<file path="src/rtl/alu_arbiter.sv">
// Two-requester front end for a shared ALU: round-robin grant into an operand
// stage (S1), ALU result captured in a response stage (S2). ALU_ARB_FIXED_PRIO_EN selects strict priority for requester 0.
module alu_arbiter (
  input  logic        clock,
  input  logic        reset,
  input  logic        req0_valid,
  output logic        req0_ready,
  input  logic [4:0]  req0_opcode,
  input  logic [4:0]  req0_shamt,
  input  logic [31:0] req0_a,
  input  logic [31:0] req0_b,
  input  logic        req1_valid,
  output logic        req1_ready,
  input  logic [4:0]  req1_opcode,
  input  logic [4:0]  req1_shamt,
  input  logic [31:0] req1_a,
  input  logic [31:0] req1_b,
  output logic [31:0] alu_opA,
  output logic [31:0] alu_opB,
  output logic [4:0]  alu_opcode,
  output logic [4:0]  alu_shamt,
  input  logic [31:0] alu_result,
  input  logic        alu_ne,
  input  logic        alu_lt,
  input  logic        alu_ovf,
  output logic        rsp_valid,
  input  logic        rsp_ready,
  output logic        rsp_id,
  output logic [31:0] rsp_result,
  output logic        rsp_ne,
  output logic        rsp_lt,
  output logic        rsp_ovf
);

  typedef struct packed {
    logic [4:0]  opcode;
    logic [4:0]  shamt;
    logic [31:0] a;
    logic [31:0] b;
  } aluReq_t;

  typedef struct packed {
    logic        id;
    logic [31:0] result;
    logic        ne;
    logic        lt;
    logic        ovf;
  } aluRsp_t;

  aluReq_t [1:0] reqIn;
  aluReq_t       s1Req;
  logic          s1Id;
  aluRsp_t       s2Rsp;
  logic [2:1]    vldPipe;  // [1] = S1 occupied, [2] = S2 occupied
  logic          anyReq;
  logic          gntId;
  logic          s2Load;
  logic          s1Accept;

  assign reqIn[0] = {req0_opcode, req0_shamt, req0_a, req0_b};
  assign reqIn[1] = {req1_opcode, req1_shamt, req1_a, req1_b};

  assign anyReq   = req0_valid | req1_valid;
  assign s2Load   = vldPipe[1] && (!vldPipe[2] || rsp_ready);
  // reset gates acceptance so ready stays low for the whole reset window
  assign s1Accept = reset && (!vldPipe[1] || s2Load) && anyReq;

`ifdef ALU_ARB_FIXED_PRIO_EN
  assign gntId = !req0_valid;
`else
  logic lastGrant;

  // on a tie, favour whoever did not transfer last
  assign gntId = (req0_valid && req1_valid) ? !lastGrant : !req0_valid;

  always_ff @(posedge clock) begin
    if (!reset)        lastGrant <= 1'b1;
    else if (s1Accept) lastGrant <= gntId;
  end
`endif

  assign req0_ready = s1Accept && !gntId;
  assign req1_ready = s1Accept &&  gntId;

  always_ff @(posedge clock) begin
    if (!reset) begin
      vldPipe <= '0;
      s1Req   <= '0;
      s1Id    <= 1'b0;
      s2Rsp   <= '0;
    end else begin
      if (s2Load) begin
        vldPipe[2] <= 1'b1;
        s2Rsp      <= '{id: s1Id, result: alu_result, ne: alu_ne, lt: alu_lt, ovf: alu_ovf};
      end else if (rsp_ready) begin
        vldPipe[2] <= 1'b0;
      end
      if (s1Accept) begin
        vldPipe[1] <= 1'b1;
        s1Req      <= reqIn[gntId];
        s1Id       <= gntId;
      end else if (s2Load) begin
        vldPipe[1] <= 1'b0;
      end
    end
  end

  assign {alu_opcode, alu_shamt, alu_opA, alu_opB} = vldPipe[1] ? s1Req : '0;

  assign rsp_valid  = vldPipe[2];
  assign rsp_id     = s2Rsp.id;
  assign rsp_result = s2Rsp.result;
  assign rsp_ne     = s2Rsp.ne;
  assign rsp_lt     = s2Rsp.lt;
  assign rsp_ovf    = s2Rsp.ovf;

  always_comb begin
    assert (!(req0_ready && req1_ready));
  end

  aRspHold: assert property (@(posedge clock) disable iff (!reset)
    (rsp_valid && !rsp_ready) |=> (rsp_valid && $stable(s2Rsp)));

endmodule

</file>
<file path="config.mk">
export PLATFORM = sky130hd
export DESIGN_NAME = alu_arbiter
export DESIGN_NICKNAME = d
export VERILOG_FILES = /design/src/rtl/alu_arbiter.sv
export SDC_FILE = /design/constraint.sdc
export NUM_CORES = 1
export LEC_CHECK = 0
export ABC_AREA = 0
export CORE_MARGIN = 2
export CORE_UTILIZATION = 42
export CTS_CLUSTER_DIAMETER = 30
export DETAILED_ROUTE_END_ITERATION = 10
export HOLD_SLACK_MARGIN = 0.12
export PLACE_DENSITY_LB_ADDON = 0.1
export SLEW_MARGIN = 20
export SYNTH_ARGS = -nofsm -noshare
export SYNTH_HDL_FRONTEND = slang
export SYNTH_SLANG_ARGS = --single-unit
</file>
<file path="constraint.sdc">
create_clock -name clock -period 5.05 [get_ports clock]
set_clock_uncertainty 0.15 [all_clocks]
set_input_delay 1.01 -clock clock [delete_from_list [all_inputs] [get_ports clock]]
set_output_delay 1.01 -clock clock [all_outputs]
set_load 0.01 [all_outputs]
</file>
==> key figures, run 1 <==
Run status
  • Outcome: finished clean

Power
  • PD cells: 306.9 nW/um^2
  • Peak supply drop: 0.1932 mV
  • Pleak: 3.760 nW
  • Total Power: 2.782 mW

Drt
  • DR iter-0 viols: 211
  • Detail Route met3 WL: 1.173 mm
  • Final wirelength: 16.34 mm
  • Vias: 5020
  • Number of vias per cell: 4.795
  • # DRC: 0
  • Drt pass-1 iters: 4
  • Metal2 WL: 8.474 mm
  • Metal-1 WL: 6.243 mm
  • Antenna Nets Post-Route: 0
  • Top Metal Used: met4
  • Wirelength per Cell: 15.61 um

Clocking
  • Cts repair resizes: 0
  • Cts hold-fix bufs: 0
  • Post-CTS setup buffer count: 0
  • Clk slew on worst S/H paths: 50 ps
  • H-tree levels: 4
  • CTS buffer count: 17
  • CTS max path bufs: 2
  • Worst-skew pair later-pin latency: 390 ps
  • Clock Tree Root: clkbuf_16
  • Clk sink count: 114
  • CTS tree: done

Setup path
  • CP bufs+invs: 2
  • Critical Path AT: 2660 ps
  • Slowest stage delay, CP: 590 ps
  • CP cell instances: clkdlybuf4s50_1, and2b_1, a21oi_4, and2_1, clkdlybuf4s50_1
  • Top Family by Delay on Critical Path: buffers and inverters
  • Crit-path most repeated cell: clkdlybuf4s50_1
  • Crit-path slowest cell: clkdlybuf4s50_1
  • Crit Path Max Fanout: 5
  • Startpoint class of the critical path: input pin
  • CP Capture Type: output port
  • Kind of critical path: input pin to output port
  • CP Data Required Time: 3890 ps

Layout
  • Area Overhead vs Synth: 67.30%
  • Commonest non-fill, non-tap cell in the layout: clkdlybuf4s50_1
  • N_diodes: 0
  • Final Util: 0.7182
  • Proportion of layout cells with a drive suffix above 1: 0.05143
  • Layout Nets: 1051
  • Most frequent cells in the layout: 299 x clkdlybuf4s50_1, 149 x mux2i_1, 147 x nand2_1
  • Filler cells: 987

STA
  • FMAX: 261.5 MHz
  • Unrepaired setup endpoints after global routing: no
  • Setup TNS: 0 ps
  • Post-route minimum period: 3825 ps
  • Max Transition Viols Final: 0
  • Worst Tran Pin Value: 798.2 ps
  • Final number of hold-violating endpoints: 0
  • Tcrit/Tclk final: 0.7573
  • # setup viols final: 0
  • Relative slew slack: 0.4679

Placed design
  • Dpl hpwl: 11.86 mm
  • I/O Buffers: 300
  • GP Congestion: 0.7783

Run
  • Number of max-cap violations: 0

Global route
  • Gr ovfl total: 0
  • Global-route wire length before repair: 25.93 mm
  • Initial antenna violation count: 0
  • Total Routing Usage GR: 0.2341
  • Vias in the first global route: 5267
  • Largest net degree at the start of global routing: 115

Floorplanning
  • IO Count: 301
  • Die ar.: 13820 um^2
  • Initial core utilization: 0.4293
  • Chip width: 117.6 um
  • Standard-cell row count: 41
  • Core area: 12620 um^2
  • Vert. Die Dim: 117.6 um

Synth
  • Mapped Area: 5418 um^2
  • Synthesis-stage register bit count: 114
  • Register area share after synthesis: 0.4212
  • Post-Synthesis Cells: 581
  • Syn. warnings: 0
  • Net count after synthesis: 769
  • Yosys cell types: 19
  • Mean post-synth cell area: 9.325 um^2

Hold path
  • Hold Path Class: flop to flop
## path summary, 6_finish.rpt
| check | start | endpoint | slack, ps | cells after the start |
|---|---|---|---|---|
| setup / recovery | rsp_ready | req1_ready | 1230 | 5 |
| hold / removal | s1Req[45]$_SDFFE_PN0P_ | s1Req[45]$_SDFFE_PN0P_ | 300 | 2 |
| setup reg to reg | vldPipe[1]$_SDFFE_PN0P_ | rsp_result[23]$_SDFFE_PN0P_ | 3130 | 4 |
| hold reg to reg | s1Req[45]$_SDFFE_PN0P_ | s1Req[45]$_SDFFE_PN0P_ | 300 | 2 |
## sequential cells by signal (all words and copies together) (netlist names)
register    flops
rsp_result     32
rsp_lt          1
rsp_ovf         1
rsp_ne          1
s1Req          74
s1Id            1
rsp_id          1
vldPipe         2
lastGrant       1
## area by class of cell
cell class / instances / area (um^2) / share of cell area
timing repair buffer: 309 / 3072 / 0.3389
multi-input combinational: 419 / 2880 / 0.3178
sequential: 114 / 2286 / 0.2522
clock buffer: 21 / 470.5 / 0.05191
tap: 172 / 215.2 / 0.02374
clock inverter: 10 / 132.6 / 0.01463
inverter: 2 / 7.507 / 0.0008283
## synthesized netlist by cell type
master / instances / area (um^2)
a211oi_1: 1 / 7.510
a21boi_0: 36 / 270.3
a21oi_1: 2 / 10.01
and2_1: 76 / 475.5
and2b_1: 1 / 7.510
buf_2: 11 / 55.05
buf_4: 10 / 75.07
buf_6: 6 / 67.56
clkbuf_1: 19 / 71.32
dfxtp_1: 114 / 2282
inv_1: 1 / 3.750
inv_2: 1 / 3.750
mux2i_1: 149 / 1491
nand2_1: 147 / 551.8
nand2b_1: 1 / 6.260
nor2b_1: 2 / 12.51
o21a_1: 1 / 7.510
o21ai_0: 2 / 10.01
o21ai_2: 1 / 8.760
## logic make-up after synthesis
| family | after synthesis | share of synthesized area |
|---|---|---|
| buffers and inverters | 48 | 0.05104 |
| AO/OA/AOI/OAI | 43 | 0.05797 |
| flip-flops | 114 | 0.4212 |
| multiplexers | 149 | 0.2753 |
| AND/OR/NAND/NOR | 227 | 0.1945 |
## through the flow
step	std cells	cell area [um^2]	hold slack, ps	worst slack, ps
6_report	1047	9064	299.0	1225
5_1_grt	1047	9064	319.3	1144
4_1_cts	1047	9060	302.0	1226
3_5_place_dp	1016	8457	293.4	1229
3_3_place_gp	1016	8454	286.9	1233
2_1_floorplan	581	5418	280.1	1910
## where the power goes
part	switching, mW	internal [mW]
Sequential	0.0501	0.988
Clock	0.402	0.808
Combinational	0.206	0.329
Total	0.658	2.12
## layer usage
metal  global-route usage  vias up
met3              0.07849       31
met4              0.09488        0
met5                    0        -
met2               0.4349      191
li1                     -     2489
met1               0.2401     2309
## worst register-to-register path: cells and delay by family, from the launching register on
family | cells | cell delay, ps
DFF | 1 | 780
buffers and inverters | 1 | 340
and+or+nand+nor | 2 | 370
AOI/OAI and AO/OA | 1 | 190
Power figures use the tool's default switching activity.
==> run 2: changes to the inputs <==
--- a/config.mk
+++ b/config.mk
@@ -7,7 +7,7 @@
 export LEC_CHECK = 0
 export ABC_AREA = 0
 export CORE_MARGIN = 2
-export CORE_UTILIZATION = 42
+export CORE_UTILIZATION = 39
 export CTS_CLUSTER_DIAMETER = 30
 export DETAILED_ROUTE_END_ITERATION = 10
 export HOLD_SLACK_MARGIN = 0.12
==> constraint.sdc (replaced) <==
create_clock -name clock -period 3.7 [get_ports clock]
set_clock_uncertainty 0.15 [all_clocks]
set_input_delay 0.74 -clock clock [delete_from_list [all_inputs] [get_ports clock]]
set_output_delay 0.74 -clock clock [all_outputs]
set_load 0.01 [all_outputs]
==> run 2 against run 1 <==
Against the previous run:
- register-to-register slack worse by 1500 ps
- total power increased by 51%
- combinational power up 38%
- global-route usage decreased by 1.6 points
- critical path depth unchanged
- first-iteration DRC count grew 31%
- wire length shrank 0.24%
- clock-buffer cell count rose by 1
- worst hold slack about the same
==> key figures, run 2 (synthesis gave the netlist of run 1 again) <==
Setup path
  • Critical Path AT: 2410 ps (-250 ps)
  • Crit-path slowest cell: clkdlybuf4s50_1
  • Startpoint class of the critical path: input pin
  • Kind of critical path: input pin to output port
  • Slowest stage delay, CP: 550 ps (-40 ps)
  • Crit Path Max Fanout: 5 (unchanged)
  • CP Data Required Time: 2810 ps (-1080 ps)
  • CP Capture Type: output port
  • Crit-path most repeated cell: clkdlybuf4s50_1
  • CP cell instances: clkdlybuf4s50_1, and2b_1, a21oi_4, and2_1, clkdlybuf4s50_1

Global route
  • Initial antenna violation count: 0 (unchanged)
  • Largest net degree at the start of global routing: 59 (-49%)
  • Vias in the first global route: 4919 (-6.6%)
  • Global-route wire length before repair: 25.17 mm (-2.9%)
  • Total Routing Usage GR: 0.2182 (-0.01588)
  • Gr ovfl total: 0 (unchanged)

STA
  • Worst Tran Pin Value: 694.2 ps (-104.0 ps)
  • Post-route minimum period: 3297 ps
  • Unrepaired setup endpoints after global routing: no
  • Relative slew slack: 0.5372 (+0.06934)
  • Tcrit/Tclk final: 0.8912
  • Final number of hold-violating endpoints: 0 (unchanged)
  • Setup TNS: 0 ps (unchanged)
  • # setup viols final: 0 (unchanged)
  • FMAX: 303.3 MHz
  • Max Transition Viols Final: 0 (unchanged)

Layout
  • Final Util: 0.6723 (-0.04590)
  • Area of the multi-input gates: 2880 um^2 (unchanged)
  • Commonest non-fill, non-tap cell in the layout: clkdlybuf4s50_1
  • FF/Latch Area: 2283 um^2 (-0.11%)
  • Max FFs per register: 74 (unchanged)
  • Proportion of layout cells with a drive suffix above 1: 0.05131 (-0.0001173)
  • Area Overhead vs Synth: 70.25%
  • Largest Register: s1Req
  • Most frequent cells in the layout: 299 x clkdlybuf4s50_1, 149 x mux2i_1, 147 x nand2_1
  • Layout Nets: 1052 (+0.095%)
  • Fin cells: 1057 (+0.96%)
  • Filler cells: 1072 (+8.6%)
  • N_diodes: 0 (unchanged)
  • Fin area: 9224 um^2 (+1.8%)

Placed design
  • Placed inst area: 8484 um^2 (+0.33%)
  • Dpl cells: 1025 (+0.89%)
  • GP Congestion: 0.7865 (+1.1%)
  • I/O Buffers: 300 (unchanged)
  • Dpl hpwl: 11.96 mm (+0.87%)

Drt
  • Metal2 WL: 7.883 mm (-7.0%)
  • Detail Route met3 WL: 1.450 mm (+24%)
  • # DRC: 0 (unchanged)
  • Antenna Nets Post-Route: 0 (unchanged)
  • Vias: 5006 (-0.28%)
  • Number of vias per cell: 4.736 (-1.2%)
  • Drt pass-1 iters: 4 (unchanged)
  • Final wirelength: 16.30 mm (-0.24%)
  • Top Metal Used: met4
  • Wirelength per Cell: 15.42 um (-1.2%)
  • Metal-1 WL: 6.324 mm (+1.3%)
  • DR iter-0 viols: 276 (+31%)

Clocking
  • H-tree levels: 4 (unchanged)
  • Worst-skew pair later-pin latency: 400 ps (about the same)
  • CTS max path bufs: 2 (unchanged)
  • CTS buffer count: 17 (unchanged)
  • CTS tree: done
  • Clock Tree Root: clkbuf_16
  • Clk sink count: 114 (unchanged)
  • Clk slew on worst S/H paths: 50 ps (about the same)
  • Cts hold-fix bufs: 0 (unchanged)
  • Cts repair resizes: 0 (unchanged)
  • Post-CTS setup buffer count: 0 (unchanged)

Run
  • Number of max-cap violations: 0 (unchanged)

Floorplanning
  • Core area: 13720 um^2 (+8.7%)
  • Chip width: 121.9 um (+3.6%)
  • Vert. Die Dim: 121.9 um (+3.6%)
  • IO Count: 301 (unchanged)
  • Initial core utilization: 0.3949 (-0.03442)
  • Standard-cell row count: 43 (+4.9%)
  • Die ar.: 14850 um^2 (+7.4%)

Power
  • Peak supply drop: 0.2661 mV (+38%)
  • Psw: 0.8941 mW (+36%)
  • Cell Int Power: 3.301 mW (+55%)
  • Clk pwr share: 0.488 (+0.053)
  • PD cells: 454.8 nW/um^2 (+48%)
  • Logic pwr share: 0.176 (-0.016)
  • Net Sw Frac: 0.2131 (-0.02328)
  • Flop pwr share: 0.336 (-0.037)
  • Pleak: 3.836 nW (+2.0%)

Hold path
  • Hold Path Class: flop to flop

Run status
  • Outcome: finished clean
run 2: cell types whose count changed in the layout (fill, tap and decap cells not counted), sizes merged:
cell	change
bufinv	+6
clkinv	-3
clkinvlp	-3
buf	+1
clkbuf	+1
run 2: cell type report:
cell class                 instances  share of cell area
sequential                       114              0.2476
clock inverter                    10             0.02984
multi-input combinational        419              0.3123
clock buffer                      22             0.05033
tap                              180             0.02442
timing repair buffer             310              0.3348
inverter                           2           0.0008139
run 2: worst paths after layout:
| kind | startpoint | endpoint | slack (ps) | depth (start not counted) |
|---|---|---|---|---|
| hold reg to reg | s1Req[44]$_SDFFE_PN0P_ | s1Req[44]$_SDFFE_PN0P_ | 300 | 2 |
| setup / recovery | rsp_ready | req1_ready | 400 | 5 |
| hold / removal | s1Req[44]$_SDFFE_PN0P_ | s1Req[44]$_SDFFE_PN0P_ | 300 | 2 |
| setup reg to reg | vldPipe[1]$_SDFFE_PN0P_ | rsp_result[31]$_SDFFE_PN0P_ | 1630 | 5 |
run 2: critical path: cells and delay by family:
| family | cells | cell delay (ps) |
|---|---|---|
| buf+inv | 2 | 1000 |
| simple gates | 2 | 450 |
| compound gates | 1 | 210 |
run 2: stage by stage:
step	total power, mW	setup WS, ps	hold slack, ps
global route	4.371	324.6	318.1
global placement	2.160	423.5	287.8
detailed placement	2.179	401.8	292.6
floorplan	1.764	1100	280.1
CTS	4.238	401.8	303.8
finish	4.195	402.5	298.9
run 2: power groups by stage:
stage	clock, mW	sequential (mW)	combinational, mW
after floorplan	0	1.42	0.340
after global placement	0	1.42	0.735
after detailed placement	0	1.43	0.747
after CTS	2.08	1.41	0.750
after global routing	2.15	1.42	0.802
final	2.05	1.41	0.739
run 2: routing by layer:
metal | global-route usage | vias to the layer above
met1 | 0.2453 | 2264
li1 | - | 2486
met2 | 0.3684 | 215
met3 | 0.07444 | 41
met4 | 0.1078 | 0
met5 | 0 | -
==> run 3: changes to the inputs <==
--- a/config.mk
+++ b/config.mk
@@ -6,6 +6,7 @@
 export NUM_CORES = 1
 export LEC_CHECK = 0
 export ABC_AREA = 0
+export CAP_MARGIN = 15
 export CORE_MARGIN = 2
 export CORE_UTILIZATION = 39
 export CTS_CLUSTER_DIAMETER = 30
==> results of run 3 <==
No change in the layout: final DEF, timing and power equal those of run 2.
